[src/rtl/sipo_pkg.sv]
// Shared definitions for the serial link deserializer.
// Contents:
//   - DEFAULT_WIDTH: the word width shared with the PISO transmitter.
//   - state_t: the receiver FSM states.
//   - count_width(): the bit-counter width for a given word width.
package sipo_pkg;

  localparam int DEFAULT_WIDTH = 3;

  typedef enum logic {
    IDLE  = 1'b0,
    SHIFT = 1'b1
  } state_t;

  // Returns the width needed to count 0..w-1, and never less than 1 bit.
  function automatic int count_width(input int w);
    int n;
    n = 0;
    while ((32'd1 << n) < w) begin
      n = n + 1;
    end
    if (n < 1) begin
      n = 1;
    end
    return n;
  endfunction

endpackage

[src/rtl/sipo_deserializer_if.sv]
// Bus between the serial line, the parallel consumer and the deserializer.
// Signals:
//   sin, sin_valid, frame_start : serial input side
//   out_ready, overrun_clr      : consumer-side controls
//   parallel_out, out_valid     : completed word and its valid flag
//   busy, overrun               : status
// Modports:
//   slave  : the deserializer's view
//   master : the view of the environment that drives the deserializer
interface sipo_deserializer_if
  import sipo_pkg::*;
#(
  parameter int WIDTH = DEFAULT_WIDTH
) ();

  logic             sin;
  logic             sin_valid;
  logic             frame_start;
  logic             out_ready;
  logic             overrun_clr;
  logic [WIDTH-1:0] parallel_out;
  logic             out_valid;
  logic             busy;
  logic             overrun;

  modport slave (
    input  sin, sin_valid, frame_start, out_ready, overrun_clr,
    output parallel_out, out_valid, busy, overrun
  );

  modport master (
    output sin, sin_valid, frame_start, out_ready, overrun_clr,
    input  parallel_out, out_valid, busy, overrun
  );

endinterface

[src/rtl/sipo_out_reg.sv]
// Valid/ready holding register with sticky overrun detection.
// Ports:
//   clk, rst     : clock and asynchronous active-high reset
//   word_done    : a complete word is offered this cycle on word_in
//   word_in      : the completed word
//   out_ready    : the consumer accepts the held word when out_valid is 1
//   overrun_clr  : clears the overrun flag
//   parallel_out : the held word (stable while out_valid is 1)
//   out_valid    : the held word has not been consumed yet
//   overrun      : sticky flag, a completed word was dropped
module sipo_out_reg #(
  parameter int WIDTH = 3
) (
  input  logic             clk,
  input  logic             rst,
  input  logic             word_done,
  input  logic [WIDTH-1:0] word_in,
  input  logic             out_ready,
  input  logic             overrun_clr,
  output logic [WIDTH-1:0] parallel_out,
  output logic             out_valid,
  output logic             overrun
);

  logic [WIDTH-1:0] data_r;
  logic [WIDTH-1:0] data_n;
  logic             valid_r;
  logic             valid_n;
  logic             overrun_r;
  logic             overrun_n;
  logic             can_load;

  // A slot can accept a new word if it is empty or is being drained on this edge.
  assign can_load = ~valid_r | out_ready;

  // Next-state logic for the holding register and the overrun flag.
  always_comb begin
    data_n    = data_r;
    valid_n   = valid_r;
    overrun_n = overrun_r;

    if (word_done && can_load) begin
      data_n  = word_in;
      valid_n = 1'b1;
    end else if (valid_r && out_ready) begin
      valid_n = 1'b0;
    end else begin
      valid_n = valid_r;
    end

    // A dropped word sets the flag even if a clear is requested on the same edge.
    if (word_done && !can_load) begin
      overrun_n = 1'b1;
    end else if (overrun_clr) begin
      overrun_n = 1'b0;
    end else begin
      overrun_n = overrun_r;
    end
  end

  // Holding register and overrun flag state.
  always_ff @(posedge clk or posedge rst) begin
    if (rst) begin
      data_r    <= {WIDTH{1'b0}};
      valid_r   <= 1'b0;
      overrun_r <= 1'b0;
    end else begin
      data_r    <= data_n;
      valid_r   <= valid_n;
      overrun_r <= overrun_n;
    end
  end

  assign parallel_out = data_r;
  assign out_valid    = valid_r;
  assign overrun      = overrun_r;

endmodule

[src/rtl/sipo_deserializer.sv]
// Serial-in parallel-out receiver for the PISO serial link.
// It samples sin on every clock edge where sin_valid is 1 and assembles
// WIDTH-bit words. Each completed word is offered to the valid/ready
// holding register. frame_start marks bit 0 and resynchronises the
// bit counter.
// Parameters:
//   WIDTH     : bits per word (2 or more)
//   MSB_FIRST : 1 = first bit lands in parallel_out[WIDTH-1], 0 = in bit 0
// Ports:
//   clk, rst : clock and asynchronous active-high reset
//   bus      : slave view of sipo_deserializer_if (serial in, word out, status)
module sipo_deserializer
  import sipo_pkg::*;
#(
  parameter int WIDTH     = DEFAULT_WIDTH,
  parameter bit MSB_FIRST = 1'b1
) (
  input  logic                 clk,
  input  logic                 rst,
  sipo_deserializer_if.slave   bus
);

  localparam int COUNT_W = count_width(WIDTH);
  localparam logic [COUNT_W-1:0] LAST_IDX = COUNT_W'(WIDTH - 1);

  state_t             state_r;
  state_t             state_n;
  logic [COUNT_W-1:0] count_r;
  logic [COUNT_W-1:0] count_n;
  logic [WIDTH-1:0]   shift_r;
  logic [WIDTH-1:0]   shift_n;
  logic               busy_r;
  logic [COUNT_W-1:0] cur_idx;
  logic [WIDTH-1:0]   base;
  logic [WIDTH-1:0]   shifted;
  logic               word_done;
  logic [WIDTH-1:0]   word;

  // Shift/count FSM: works out where the current bit goes and whether it completes a word.
  always_comb begin
    state_n   = state_r;
    count_n   = count_r;
    shift_n   = shift_r;
    word_done = 1'b0;
    word      = shift_r;

    // frame_start drops any partial word, so the current bit is bit 0.
    if (bus.frame_start || (state_r == IDLE)) begin
      cur_idx = {COUNT_W{1'b0}};
      base    = {WIDTH{1'b0}};
    end else begin
      cur_idx = count_r;
      base    = shift_r;
    end

    if (MSB_FIRST) begin
      shifted = {base[WIDTH-2:0], bus.sin};
    end else begin
      shifted = {bus.sin, base[WIDTH-1:1]};
    end

    if (bus.sin_valid) begin
      if (cur_idx == LAST_IDX) begin
        word_done = 1'b1;
        word      = shifted;
        count_n   = {COUNT_W{1'b0}};
        shift_n   = {WIDTH{1'b0}};
        state_n   = IDLE;
      end else begin
        count_n = cur_idx + COUNT_W'(1);
        shift_n = shifted;
        state_n = SHIFT;
      end
    end else if (bus.frame_start) begin
      count_n = {COUNT_W{1'b0}};
      shift_n = {WIDTH{1'b0}};
      state_n = IDLE;
    end else begin
      count_n = count_r;
      shift_n = shift_r;
      state_n = state_r;
    end
  end

  // FSM, counter, shift register and busy flag state.
  always_ff @(posedge clk or posedge rst) begin
    if (rst) begin
      state_r <= IDLE;
      count_r <= {COUNT_W{1'b0}};
      shift_r <= {WIDTH{1'b0}};
      busy_r  <= 1'b0;
    end else begin
      state_r <= state_n;
      count_r <= count_n;
      shift_r <= shift_n;
      busy_r  <= (count_n != {COUNT_W{1'b0}});
    end
  end

  logic [WIDTH-1:0] pout;
  logic             pvalid;
  logic             povr;

  sipo_out_reg #(
    .WIDTH (WIDTH)
  ) u_out_reg (
    .clk          (clk),
    .rst          (rst),
    .word_done    (word_done),
    .word_in      (word),
    .out_ready    (bus.out_ready),
    .overrun_clr  (bus.overrun_clr),
    .parallel_out (pout),
    .out_valid    (pvalid),
    .overrun      (povr)
  );

  assign bus.parallel_out = pout;
  assign bus.out_valid    = pvalid;
  assign bus.overrun      = povr;
  assign bus.busy         = busy_r;

endmodule

[src/flat_wrapper.sv]
// flat-port wrapper written by rule: the top's interface ports become plain ports
module sipo_deserializer_flat import sipo_pkg::*;
#(
  parameter int WIDTH     = DEFAULT_WIDTH,
  parameter bit MSB_FIRST = 1'b1
)
  (clk, rst, bus_sin, bus_sin_valid, bus_frame_start, bus_out_ready, bus_overrun_clr, bus_parallel_out, bus_out_valid, bus_busy, bus_overrun);
  sipo_deserializer_if #(.WIDTH(WIDTH)) bus_i ();
  input  logic clk;
  input  logic rst;
  input wire logic [$bits(bus_i.sin)-1:0] bus_sin;
  input wire logic [$bits(bus_i.sin_valid)-1:0] bus_sin_valid;
  input wire logic [$bits(bus_i.frame_start)-1:0] bus_frame_start;
  input wire logic [$bits(bus_i.out_ready)-1:0] bus_out_ready;
  input wire logic [$bits(bus_i.overrun_clr)-1:0] bus_overrun_clr;
  output wire logic [$bits(bus_i.parallel_out)-1:0] bus_parallel_out;
  output wire logic [$bits(bus_i.out_valid)-1:0] bus_out_valid;
  output wire logic [$bits(bus_i.busy)-1:0] bus_busy;
  output wire logic [$bits(bus_i.overrun)-1:0] bus_overrun;
  assign bus_i.sin = bus_sin;
  assign bus_i.sin_valid = bus_sin_valid;
  assign bus_i.frame_start = bus_frame_start;
  assign bus_i.out_ready = bus_out_ready;
  assign bus_i.overrun_clr = bus_overrun_clr;
  assign bus_parallel_out = bus_i.parallel_out;
  assign bus_out_valid = bus_i.out_valid;
  assign bus_busy = bus_i.busy;
  assign bus_overrun = bus_i.overrun;
  sipo_deserializer #(.WIDTH(WIDTH), .MSB_FIRST(MSB_FIRST)) u_core (.clk(clk), .rst(rst), .bus(bus_i));
endmodule
[config.mk]
export PLATFORM = sky130hd
export DESIGN_NAME = sipo_deserializer_flat
export DESIGN_NICKNAME = d
export VERILOG_FILES = /design/src/rtl/sipo_pkg.sv /design/src/rtl/sipo_deserializer_if.sv /design/src/rtl/sipo_out_reg.sv /design/src/rtl/sipo_deserializer.sv /design/src/flat_wrapper.sv
export SDC_FILE = /design/constraint.sdc
export NUM_CORES = 1
export LEC_CHECK = 0
export ABC_AREA = 1
export CELL_PAD_IN_SITES_DETAIL_PLACEMENT = 2
export CELL_PAD_IN_SITES_GLOBAL_PLACEMENT = 2
export CORE_MARGIN = 2
export CORE_UTILIZATION = 26
export CTS_BUF_LIST = sky130_fd_sc_hd__clkbuf_16
export CTS_CLUSTER_DIAMETER = 120
export CTS_CLUSTER_SIZE = 14
export DETAILED_ROUTE_END_ITERATION = 6
export PLACE_DENSITY_LB_ADDON = 0.1
export SLEW_MARGIN = 0
export SYNTH_ARGS = -nofsm -noshare
export SYNTH_HDL_FRONTEND = slang
export SYNTH_SLANG_ARGS = --single-unit
export TNS_END_PERCENT = 50
[constraint.sdc]
create_clock -name clk -period 1.36 [get_ports clk]
set_clock_uncertainty 0.05 [all_clocks]
set_input_delay 0.204 -clock clk [delete_from_list [all_inputs] [get_ports clk]]
set_output_delay 0.204 -clock clk [all_outputs]
set_load 0.005 [all_outputs]
### Word-level counts from Yosys, hierarchy flattened

Index checks and enable logic that the tools add are counted.

| storage, ports and cells | value |
|---|---|
| bits of input ports | 7 |
| word-level logic and storage cells | 40 |
| register bits after elaboration | 12 |

| cells by class | value |
|---|---|
| bitwise logic cells | 3 |
| $add $sub $neg | 1 |
| equality and inequality tests | 1 |
| reductions and logical operators | 9 |
| multiplexer cells | 19 |

Operators with widths:

| kind | count |
|---|---|
| $mux W3 | 5 |
| $mux W2 | 5 |
| $mux W1 | 9 |
| $reduce_bool A2 Y1 | 4 |
| $logic_and A1 B1 Y1 | 3 |
| $add A2 B1 Y2 const B | 1 |
| $eq A2 B2 Y1 const B | 1 |
| $not A1 Y1 | 2 |
| $logic_not A1 Y1 | 1 |
| $logic_or A1 B1 Y1 | 1 |
| $or A1 B1 Y1 | 1 |

### Longest topological paths before layout

Gate-level depths: netlist of run 1.

| logic depth | value |
|---|---|
| depth after elaboration | 8 |
| gate-level depth with buffers | 6 |

### Modules after synthesis

From an unflattened synthesis of run 1, not the netlist that was laid out.

| unflattened totals | value |
|---|---|
| cells, all modules | 76 |
| area, all modules | 586.8 um2 |

Modules (own cells, without submodules):

| module | cells an instance | area an instance (um2) | times used | sequential area each (um2) |
|---|---|---|---|---|
| sipo_deserializer | 54 | 386.6 | 1 | 175.2 |
| sipo_out_reg | 22 | 200.2 | 1 | 125.1 |

### Least setup slack after synthesis of run 1

OpenSTA, ideal clock, no wires.

| timing | value |
|---|---|
| path kind | reg2reg |
| start point | register u_core.state_r |
| end point | register u_core.u_out_reg.data_r[0] (netlist: u_core.u_out_reg.parallel_out[0]) |
| cell stages (with the launch flop) | 6 |
| setup slack | 373 ps |
| path buffers | 0 |
| clock period less this slack | 987 ps |
| data arrival time | 820 ps |
| cells stage by stage | dfrtp_1 nand3_4 nor2_8 nand3_2 nand2_1 nand2_1 |

| between the ends | value |
|---|---|
| longest elaborated chain between the ends | 7 |
| elaborated cells on any way between the ends | 9 |
| classes of those cells | eq/ne (1); mux (5); bitwise (1); reduce/logical (2) |

Ends and longest elaborated chain:

| item | line | text |
|---|---|---|
| start, declared | sipo_deserializer.sv:26 | `state_t state_r;` |
| start signal, assigned | sipo_deserializer.sv:93 | `state_r <= state_n;` |
| $not A1 Y1 (*) | sipo_deserializer.sv:48 | `if (bus.frame_start \|\| (state_r == IDLE)) begin` |
| $logic_or A1 B1 Y1 (*) | sipo_deserializer.sv:48 |  |
| $mux W2 (*) | sipo_deserializer.sv:48 |  |
| $eq A2 B2 Y1 (*) | sipo_deserializer.sv:63 | `if (cur_idx == LAST_IDX) begin` |
| $mux W1 | sipo_deserializer.sv:63 |  |
| $mux W1 | sipo_deserializer.sv:62 | `if (bus.sin_valid) begin` |
| $logic_and A1 B1 Y1 | sipo_out_reg.sv:42 | `if (word_done && can_load) begin` |
| end signal, assigned | sipo_out_reg.sv:64 | `data_r <= {WIDTH{1'b0}};` |
| end signal, assigned | sipo_out_reg.sv:68 | `data_r <= data_n;` |
| end, declared | sipo_out_reg.sv:25 | `logic [WIDTH-1:0] data_r;` |

Every way passes the cells marked *; elsewhere a longest branch is shown, timed or not.
A chain may end at the register's enable or synchronous reset.

### Worst setup path in the final report of run 1

| timing | value |
|---|---|
| start point | register u_core.u_out_reg.overrun_r (netlist: u_core.u_out_reg.overrun) |
| end point | output port bus_overrun |

RTL lines:

| item | line | text |
|---|---|---|
| start, declared | sipo_out_reg.sv:29 | `logic overrun_r;` |
| start signal, assigned | sipo_out_reg.sv:70 | `overrun_r <= overrun_n;` |
| end, declared | flat_wrapper.sv:19 | `output wire logic [$bits(bus_i.overrun)-1:0] bus_overrun;` |

No word-level cell between the ends.

==> impl_metrics.env, run 1 <==
export IMPL_ys_seq_elements=11
export IMPL_hold_path_class="primary input to async pin"
export IMPL_clock_sinks=11
export IMPL_yosysTopAreaCell="dfrtp_1"
export IMPL_min_period_ps=1340
export IMPL_start_kind="flop"
export IMPL_hold_worst_slack_ps=227
export IMPL_slowest_stage="clkdlybuf4s50_1"
export IMPL_crit_family="buffers and inverters"
export IMPL_fin_crit_sh_pct=98.2
export IMPL_criticalPathCategory="flop to primary output"
export IMPL_p_seq_share_pct=36.8
export IMPL_portBuffers=12
export IMPL_start_util_pct=26.8
export IMPL_synth_top_area_share_pct=53.5
export IMPL_cts_hold_buf=0
export IMPL_area_delta_synth_final_pct=52.6
export IMPL_num_io_pins=13
export IMPL_reg2reg_slack_ps=220
export IMPL_max_slew_margin_pct=70.3
export IMPL_setup_violations=0
export IMPL_power_total_mw=0.999
export IMPL_p_per_area_nw_per_um2=1270
export IMPL_internal_power_mw=0.786
export IMPL_netlist_instances=59
export IMPL_drive_gt1_share_pct=18.8
export IMPL_endpoint_kind="primary output"
export IMPL_switching_share_pct=21.3
export IMPL_cp_arrival_ps=1080
export IMPL_ant_nets=0
export IMPL_cts_buffers=3
export IMPL_final_cell_count_no_fill=107
export IMPL_rr_startpoint="u_core.state_r"
export IMPL_cp_num_buf_inv=1
export IMPL_grtUsageTotal_pct=15.5
export IMPL_fp_dieH_um=48.5
export IMPL_dr_pass1_iters=4
export IMPL_p_switching_mw=0.213
export IMPL_synth_area_um2=514
export IMPL_gp_congestion=0.763
export IMPL_drt_iter0_drc=1
export IMPL_layout_nets=88
export IMPL_fmax_ghz=0.749
export IMPL_path_max_fanout=2
export IMPL_via_per_inst=4.46
export IMPL_dpl_hpwl_mm=1.14
export IMPL_worst_pin_slew_ps=445
export IMPL_grt_setup_unrepaired="false"
export IMPL_antenna_found_initial=0
export IMPL_grt_max_degree=12
export IMPL_seq_area_frac_synth_pct=53.5
export IMPL_synth_area_per_cell_um2=8.72
export IMPL_crit_path_start="u_core.u_out_reg.overrun"
export IMPL_synth_warning_count=0
export IMPL_final_hold_viol_count=0
export IMPL_power_leakage_nw=0.407
export IMPL_htreeDepth=1
export IMPL_clk_latency_ps=240
export IMPL_n_antenna_cell=0
export IMPL_cp_endpoint="bus_overrun"
export IMPL_core_um2=1920
export IMPL_clkPwrFrac_pct=53.1
export IMPL_status="complete, no violations"
export IMPL_grt_pass1_vias=526
export IMPL_core_rowCount=16
export IMPL_setup_tns_ps=0
export IMPL_post_drt_wl_per_cell_um=14.2
export IMPL_finalMaxSlewViolations=0
export IMPL_r2r_cells=5
export IMPL_die_width_um=48.5
export IMPL_clock_path_buffers=2
export IMPL_slowest_delay_ps=500
export IMPL_cp_data_required_time_ps=1110
export IMPL_dp_cells=103
export IMPL_grt_first_pass_wirelength_mm=2.64
export IMPL_comb_power_share_pct=10.1
export IMPL_cts_root_buf="clkbuf_16"
export IMPL_critical_path_cell_chain="clkdlybuf4s50_1"
export IMPL_grt_ovfl_total=0
export IMPL_syn_num_nets=66
export IMPL_path_clk_slew_ps=40
export IMPL_r2r_end="u_core.u_out_reg.parallel_out[1]"
export IMPL_cts_tree="built"
export IMPL_maxCapViolCount=0
export IMPL_fp_dieArea_um2=2350
export IMPL_cp_depth=1
export IMPL_ir_drop_mv=0.595
export IMPL_drc=0
export IMPL_routed_wirelength_mm=1.52
export IMPL_yosys_top_cells_area="dfrtp_1, nand2_1, inv_1"
export IMPL_vias=477
export IMPL_yosysUniqueCellTypes=14
## cell usage in the layout, fill, tap and decap left out, drive strengths merged
cell	n
clkdlybuf4s50	10
buf	6
dlygate4sd2	2
nand2	22
dfrtp	11
nor2	6
nand3	5
clkbuf	3
inv	9
o21ai	2
nand4	4
## flip-flops by register name, indices dropped and copies added, names as in the netlist
name and cells:
u_core.u_out_reg.out_valid 1, u_core.bus.busy 1, u_core.u_out_reg.overrun 1, u_core.shift_r 2
u_core.count_r 2, u_core.state_r 1, u_core.u_out_reg.parallel_out 3
## routing by layer
layer,part of all wire [%],wire [um],track usage (%)
met3,4.1,63,4.01
met2,54,822,26.4
met4,1.4,21,8.57
met1,40,613,17.7
met5,0,0,0
## timing repair
action,in CTS,in global routing
setup endpoints to repair,2,0
buffers inserted,0,0
gates resized for setup,2,0
## cell type report
cell class	instances	area, um^2
flip-flops and latches	11	275
clock buffers	3	75.1
well taps	27	33.8
multi-input cells	39	204
inverters	8	30.0
clock inverters	1	3.75
fillers	233	1140
repair buffers	18	163
## Yosys cell counts (all sizes together)
master	instances
inv	8
nand4	4
o21ai	2
nand2	22
nor2	6
dfrtp	11
buf	1
nand3	5
## worst min-delay path by stage
stage                                  from                  endpoint  slack (ps)  cells after the start
after floorplan                         rst           u_core.bus.busy           6                      1
after global placement    u_core.shift_r[1]         u_core.shift_r[1]         420                      2
after detailed placement  u_core.shift_r[1]         u_core.shift_r[1]         420                      2
after CTS                               rst  u_core.u_out_reg.overrun         250                      2
after global routing                    rst         u_core.shift_r[0]         270                      2
final                                   rst           u_core.bus.busy         230                      2
## power by group through the flow
stage / clock [mW] / combinational (mW) / sequential (mW)
2_1_floorplan: 0 / 0.0423 / 0.370
3_3_place_gp: 0 / 0.0996 / 0.371
3_5_place_dp: 0 / 0.103 / 0.372
4_1_cts: 0.546 / 0.104 / 0.368
5_1_grt: 0.564 / 0.115 / 0.370
6_report: 0.531 / 0.101 / 0.368
## kinds of logic after synthesis
logic type | share of synthesized area, %
AND/OR/NAND/NOR | 37.7
flip-flops | 53.5
buffers and inverters | 6.81
AO/OA/AOI/OAI | 1.95
## metrics by stage
stage | util, % | cell area [um^2] | worst slack [ps]
5_1_grt | 40.8 | 785 | 2.71
4_1_cts | 40.8 | 785 | 16.5
2_1_floorplan | - | 514 | 373
3_3_place_gp | 36.8 | 708 | 15.0
3_5_place_dp | 36.8 | 708 | -49.7
6_report | 40.8 | 785 | 24.2
Power figures use the tool's default switching activity.
==> inputs of run 2 (changes only) <==
--- a/config.mk
+++ b/config.mk
@@ -9,12 +9,13 @@
 export CELL_PAD_IN_SITES_DETAIL_PLACEMENT = 2
 export CELL_PAD_IN_SITES_GLOBAL_PLACEMENT = 2
 export CORE_MARGIN = 2
-export CORE_UTILIZATION = 26
+export CORE_UTILIZATION = 28
 export CTS_BUF_LIST = sky130_fd_sc_hd__clkbuf_16
 export CTS_CLUSTER_DIAMETER = 120
 export CTS_CLUSTER_SIZE = 14
 export DETAILED_ROUTE_END_ITERATION = 6
 export PLACE_DENSITY_LB_ADDON = 0.1
+export SKIP_CTS_REPAIR_TIMING = 1
 export SLEW_MARGIN = 0
 export SYNTH_ARGS = -nofsm -noshare
 export SYNTH_HDL_FRONTEND = slang
==> constraint.sdc (replaced) <==
create_clock -name clk -period 1.7 [get_ports clk]
set_clock_uncertainty 0.05 [all_clocks]
set_input_delay 0.255 -clock clk [delete_from_list [all_inputs] [get_ports clk]]
set_output_delay 0.255 -clock clk [all_outputs]
set_load 0.005 [all_outputs]
==> impl_metrics.env, run 2 (synthesized netlist as in run 1, its figures left out) <==
export IMPL_status="complete, no violations"
export IMPL_critical_path_cell_chain="clkdlybuf4s50_1"
export IMPL_drc=0
export IMPL_layout_nets=82
export IMPL_portBuffers=12
export IMPL_utilization_pct=42.8
export IMPL_grt_setup_unrepaired="false"
export IMPL_final_hold_viol_count=0
export IMPL_cts_tree="built"
export IMPL_clock_sinks=11
export IMPL_mostFrequentLayoutCell="nand2_1"
export IMPL_ir_drop_mv=0.514
export IMPL_via_per_inst=4.41
export IMPL_final_cell_mix="nand2_1, clkdlybuf4s50_1, dfrtp_1, inv_1"
export IMPL_cts_buffers=3
export IMPL_finalMaxSlewViolations=0
export IMPL_grt_pass1_vias=439
export IMPL_drive_gt1_share_pct=12.2
export IMPL_cp_num_buf_inv=1
export IMPL_internal_power_mw=0.624
export IMPL_crit_family="buffers and inverters"
export IMPL_max_slew_margin_pct=71.3
export IMPL_grt_first_pass_wirelength_mm=1.97
export IMPL_drt_iter0_drc=4
export IMPL_largest_reg_flops=3
export IMPL_power_total_mw=0.788
export IMPL_hold_path_class="primary input to async pin"
export IMPL_cp_arrival_ps=1080
export IMPL_path_max_fanout=2
export IMPL_switching_share_pct=20.7
export IMPL_routed_wirelength_mm=1.19
export IMPL_die_width_um=46.9
export IMPL_num_io_pins=13
export IMPL_dpl_hpwl_um=871
export IMPL_dp_cells=95
export IMPL_core_um2=1730
export IMPL_worst_pin_slew_ps=429
export IMPL_power_leakage_nw=0.370
export IMPL_criticalPathCategory="flop to primary output"
export IMPL_grtUsageTotal_pct=13.4
export IMPL_cp_data_required_time_ps=1390
export IMPL_slowest_stage="clkdlybuf4s50_1"
export IMPL_p_switching_mw=0.163
export IMPL_vias=437
export IMPL_final_cell_count_no_fill=99
export IMPL_p_per_area_nw_per_um2=1070
export IMPL_area_delta_synth_final_pct=43.8
export IMPL_start_util_pct=29.8
export IMPL_antenna_found_initial=0
export IMPL_maxCapViolCount=0
export IMPL_clock_path_buffers=2
export IMPL_cts_root_buf="clkbuf_16"
export IMPL_n_antenna_cell=0
export IMPL_fp_dieH_um=46.9
export IMPL_setup_slack_ps=317
export IMPL_setup_tns_ps=0
export IMPL_endpoint_kind="primary output"
export IMPL_post_drt_wl_per_cell_um=12.0
export IMPL_dp_slack_ps=209
export IMPL_reg2reg_slack_ps=590
export IMPL_ant_nets=0
export IMPL_htreeDepth=1
export IMPL_grt_ovfl_total=0
export IMPL_gp_congestion=0.676
export IMPL_grt_max_degree=12
export IMPL_min_period_ps=1380
export IMPL_fmax_ghz=0.723
export IMPL_fin_crit_sh_pct=81.4
export IMPL_dr_pass1_iters=4
export IMPL_clkPwrFrac_pct=53.5
export IMPL_setup_violations=0
export IMPL_comb_power_share_pct=9.2
export IMPL_clk_latency_ps=240
export IMPL_slowest_delay_ps=500
export IMPL_path_clk_slew_ps=40
export IMPL_core_rowCount=15
export IMPL_start_kind="flop"
export IMPL_p_seq_share_pct=37.2
export IMPL_fp_dieArea_um2=2200
-- run 2: final cells by class --
| class | count | area [um^2] |
|---|---|---|
| fill | 206 | 987 |
| sequential | 11 | 275 |
| multi-input combinational | 39 | 204 |
| timing repair buffer | 12 | 120 |
| clock buffer | 3 | 75.1 |
| tap | 25 | 31.3 |
| inverter | 8 | 30.0 |
| clock inverter | 1 | 3.75 |
-- run 2: worst paths after layout --
check                                                 startpoint                          endpoint  cells after the start
worst max-delay path            u_core.u_out_reg.parallel_out[1]               bus_parallel_out[1]                      1
worst min-delay path                                         rst                   u_core.bus.busy                      2
worst max register to register                    u_core.state_r  u_core.u_out_reg.parallel_out[0]                      5
worst min register to register  u_core.u_out_reg.parallel_out[0]  u_core.u_out_reg.parallel_out[0]                      2
max in group asynchronous                                    rst                 u_core.shift_r[0]                      2
min in group clk                u_core.u_out_reg.parallel_out[0]  u_core.u_out_reg.parallel_out[0]                      2
-- run 2: power by group through the flow --
| stage | registers [mW] | logic, mW | clock network, mW |
|---|---|---|---|
| final | 0.293 | 0.0728 | 0.422 |
| after global routing | 0.295 | 0.0829 | 0.449 |
| after CTS | 0.293 | 0.0747 | 0.431 |
| after detailed placement | 0.297 | 0.0733 | 0 |
| after global placement | 0.297 | 0.0720 | 0 |
| after floorplan | 0.296 | 0.0339 | 0 |
-- run 2: metal layers --
layer | GRT usage [%] | vias to the layer above | wire length [um]
li1 | - | 215 | -
met5 | 0 | - | 0
met3 | 3.46 | 4 | 62
met4 | 8.33 | 0 | 31
met1 | 18.9 | 206 | 560
met2 | 18.1 | 12 | 538
-- run 2: stage by stage --
step           hold slack [ps]  instance area (um^2)
3_3_place_gp               407                   661
2_1_floorplan             57.4                   514
4_1_cts                    295                   739
5_1_grt                    320                   739
3_5_place_dp               416                   661
6_report                   268                   739
==> variant (settings of run 1) <==
`MSB_FIRST` is set to 1'b1 in 2 places; all go to 1'b0.
--- a/src/rtl/sipo_deserializer.sv
+++ b/src/rtl/sipo_deserializer.sv
@@ -15,3 +15,3 @@
   parameter int WIDTH     = DEFAULT_WIDTH,
-  parameter bit MSB_FIRST = 1'b1
+  parameter bit MSB_FIRST = 1'b0
 ) (
--- a/src/flat_wrapper.sv
+++ b/src/flat_wrapper.sv
@@ -4,3 +4,3 @@
   parameter int WIDTH     = DEFAULT_WIDTH,
-  parameter bit MSB_FIRST = 1'b1
+  parameter bit MSB_FIRST = 1'b0
 )
Formal check against the unedited RTL: not equivalent (a bounded check fails within 4 cycles, from zero or initial values and one cycle with rst high).
==> variant against run 1 <==
Combinational power shrank 11%; largest cell class unchanged; sequential cell count is the same; global-route usage shrank 1.4 points; area after synthesis shrank 3.9%; sequential share of layout area grew 0.98 points; power shrank 1.9%; critical endpoint is now bus_busy; worst setup slack gained 34 ps; final cell count shrank 2.8%; routed wire length shrank 17%; final area shrank 2.7%.
==> variant: results (changes against run 1) <==
* Synth Area in Compound Gates at 2.03% (was 1.95%)
* Post-synth top cells: nand2_1, dfrtp_1, inv_1 (unchanged)
* Vias post-DR at 465 (was 477)
* Worst r2r path cells at 5 (unchanged)
* Place WS at -97.7 ps (was -49.7 ps)
* Post-CTS Resized at 0 (was 2)
* Worst-case clock buffer depth at 2 (unchanged)
* Clock Latency Late Sink at 240 ps (about the same)
* Final HPWL DP at 1010 um (was 1140 um)
* DRT Pass-1 Iters at 2 (was 4)
* Fill cells at 209 (was 233)
* Adder-Cell Fraction of Synth Area at 0% (unchanged)
* Static leakage at 0.469 nW (was 0.407 nW)
* Violation count after the first detailed-routing iteration at 3 (was 1)
* Synth cell types at 11 (was 14)
* Worst setup path endpoint: bus_busy (was bus_overrun)
* PortBufs at 12 (unchanged)
* First-pass GRT wire length at 2100 um (was 2640 um)
* Yosys synthesis warning count at 0 (unchanged)
* Root Driver: clkbuf_16 (unchanged)
* Vias in the first global route at 506 (was 526)
* Mux share of post-synthesis cell area at 0% (unchanged)
* Sequential-to-total area share from yosys stat at 55.7% (was 53.5%)
* Initial antenna violation count at 0 (unchanged)
* Max VDD drop at 755 uV (was 595 uV)
* Largest cells by area after synthesis: dfrtp_1, nand2_1, inv_1 (unchanged)
* Worst reg2reg setup slack at 270 ps (was 220 ps)
* Layout cells sized above 1 at 12.7% (was 18.8%)
* Placer Congestion at 0.743 (was 0.763)
* Measured slew at the worst slew-check pin at 406 ps (was 445 ps)
* Worst r2r dst: u_core.u_out_reg.parallel_out[1]$_DFFE_PP0P_ (unchanged)
* CP max FO at 1 (was 2)
* Gr usage total at 14.1% (was 15.5%)
* Nets at 87 (was 88)
* Crit path max-delay family: buffers and inverters (unchanged)
* WP data arrival at 1050 ps (was 1080 ps)
* Tcrit/Tclk final at 95.7% (was 98.2%)
* Post-Route WL at 1260 um (was 1520 um)
* Crit path from: u_core.bus.busy$_DFF_PP0_ (was u_core.u_out_reg.overrun$_DFFE_PP0P_)
* Status: completed (unchanged)
-- variant: cells by family (layout without fill, tap and decap cells) --
kind of cell | after synthesis | count (layout)
compound gates | 2 | 2
buf+inv | 9 | 29
flops | 11 | 11
simple gates | 37 | 37
-- variant: per-stage QoR --
step | cells | area, um^2
finish | 104 | 763
global route | 104 | 763
CTS | 104 | 751
detailed placement | 100 | 672
global placement | 100 | 672
floorplan | 59 | 494
-- variant: where the power goes --
part,total (mW),switching [mW],internal [mW],leakage [nW]
clock network,0.527,0.142,0.386,0.0423
logic,0.0901,0.0424,0.0478,0.283
registers,0.363,0.0146,0.349,0.144
-- variant: worst min path at each step --
stage | slack [ps] | end
after floorplan | 6 | u_core.bus.busy$_DFF_PP0_
after global placement | 410 | u_core.shift_r[1]$_DFFE_PP0P_
after detailed placement | 420 | u_core.shift_r[1]$_DFFE_PP0P_
after CTS | 240 | u_core.u_out_reg.overrun$_DFFE_PP0P_
after global routing | 290 | u_core.u_out_reg.overrun$_DFFE_PP0P_
final | 220 | u_core.u_out_reg.overrun$_DFFE_PP0P_
-- variant: cell type report --
| cell class | count | area [um^2] | area share (%) |
|---|---|---|---|
| Clock buffer | 3 | 75.1 | 9.84 |
| Inverter | 8 | 30.0 | 3.93 |
| Clock inverter | 1 | 3.75 | 0.492 |
| Tap cell | 25 | 31.3 | 4.10 |
| Timing Repair Buffer | 17 | 170 | 22.3 |
| Multi-Input combinational cell | 39 | 178 | 23.3 |
| Sequential cell | 11 | 275 | 36.1 |
-- variant: routing by layer --
layer	vias to the layer above	GRT usage [%]	wire, um
li1	228	-	-
met1	225	13.4	497
met2	10	25.4	679
met3	2	6.04	74
met4	0	7.57	10
met5	-	0	0
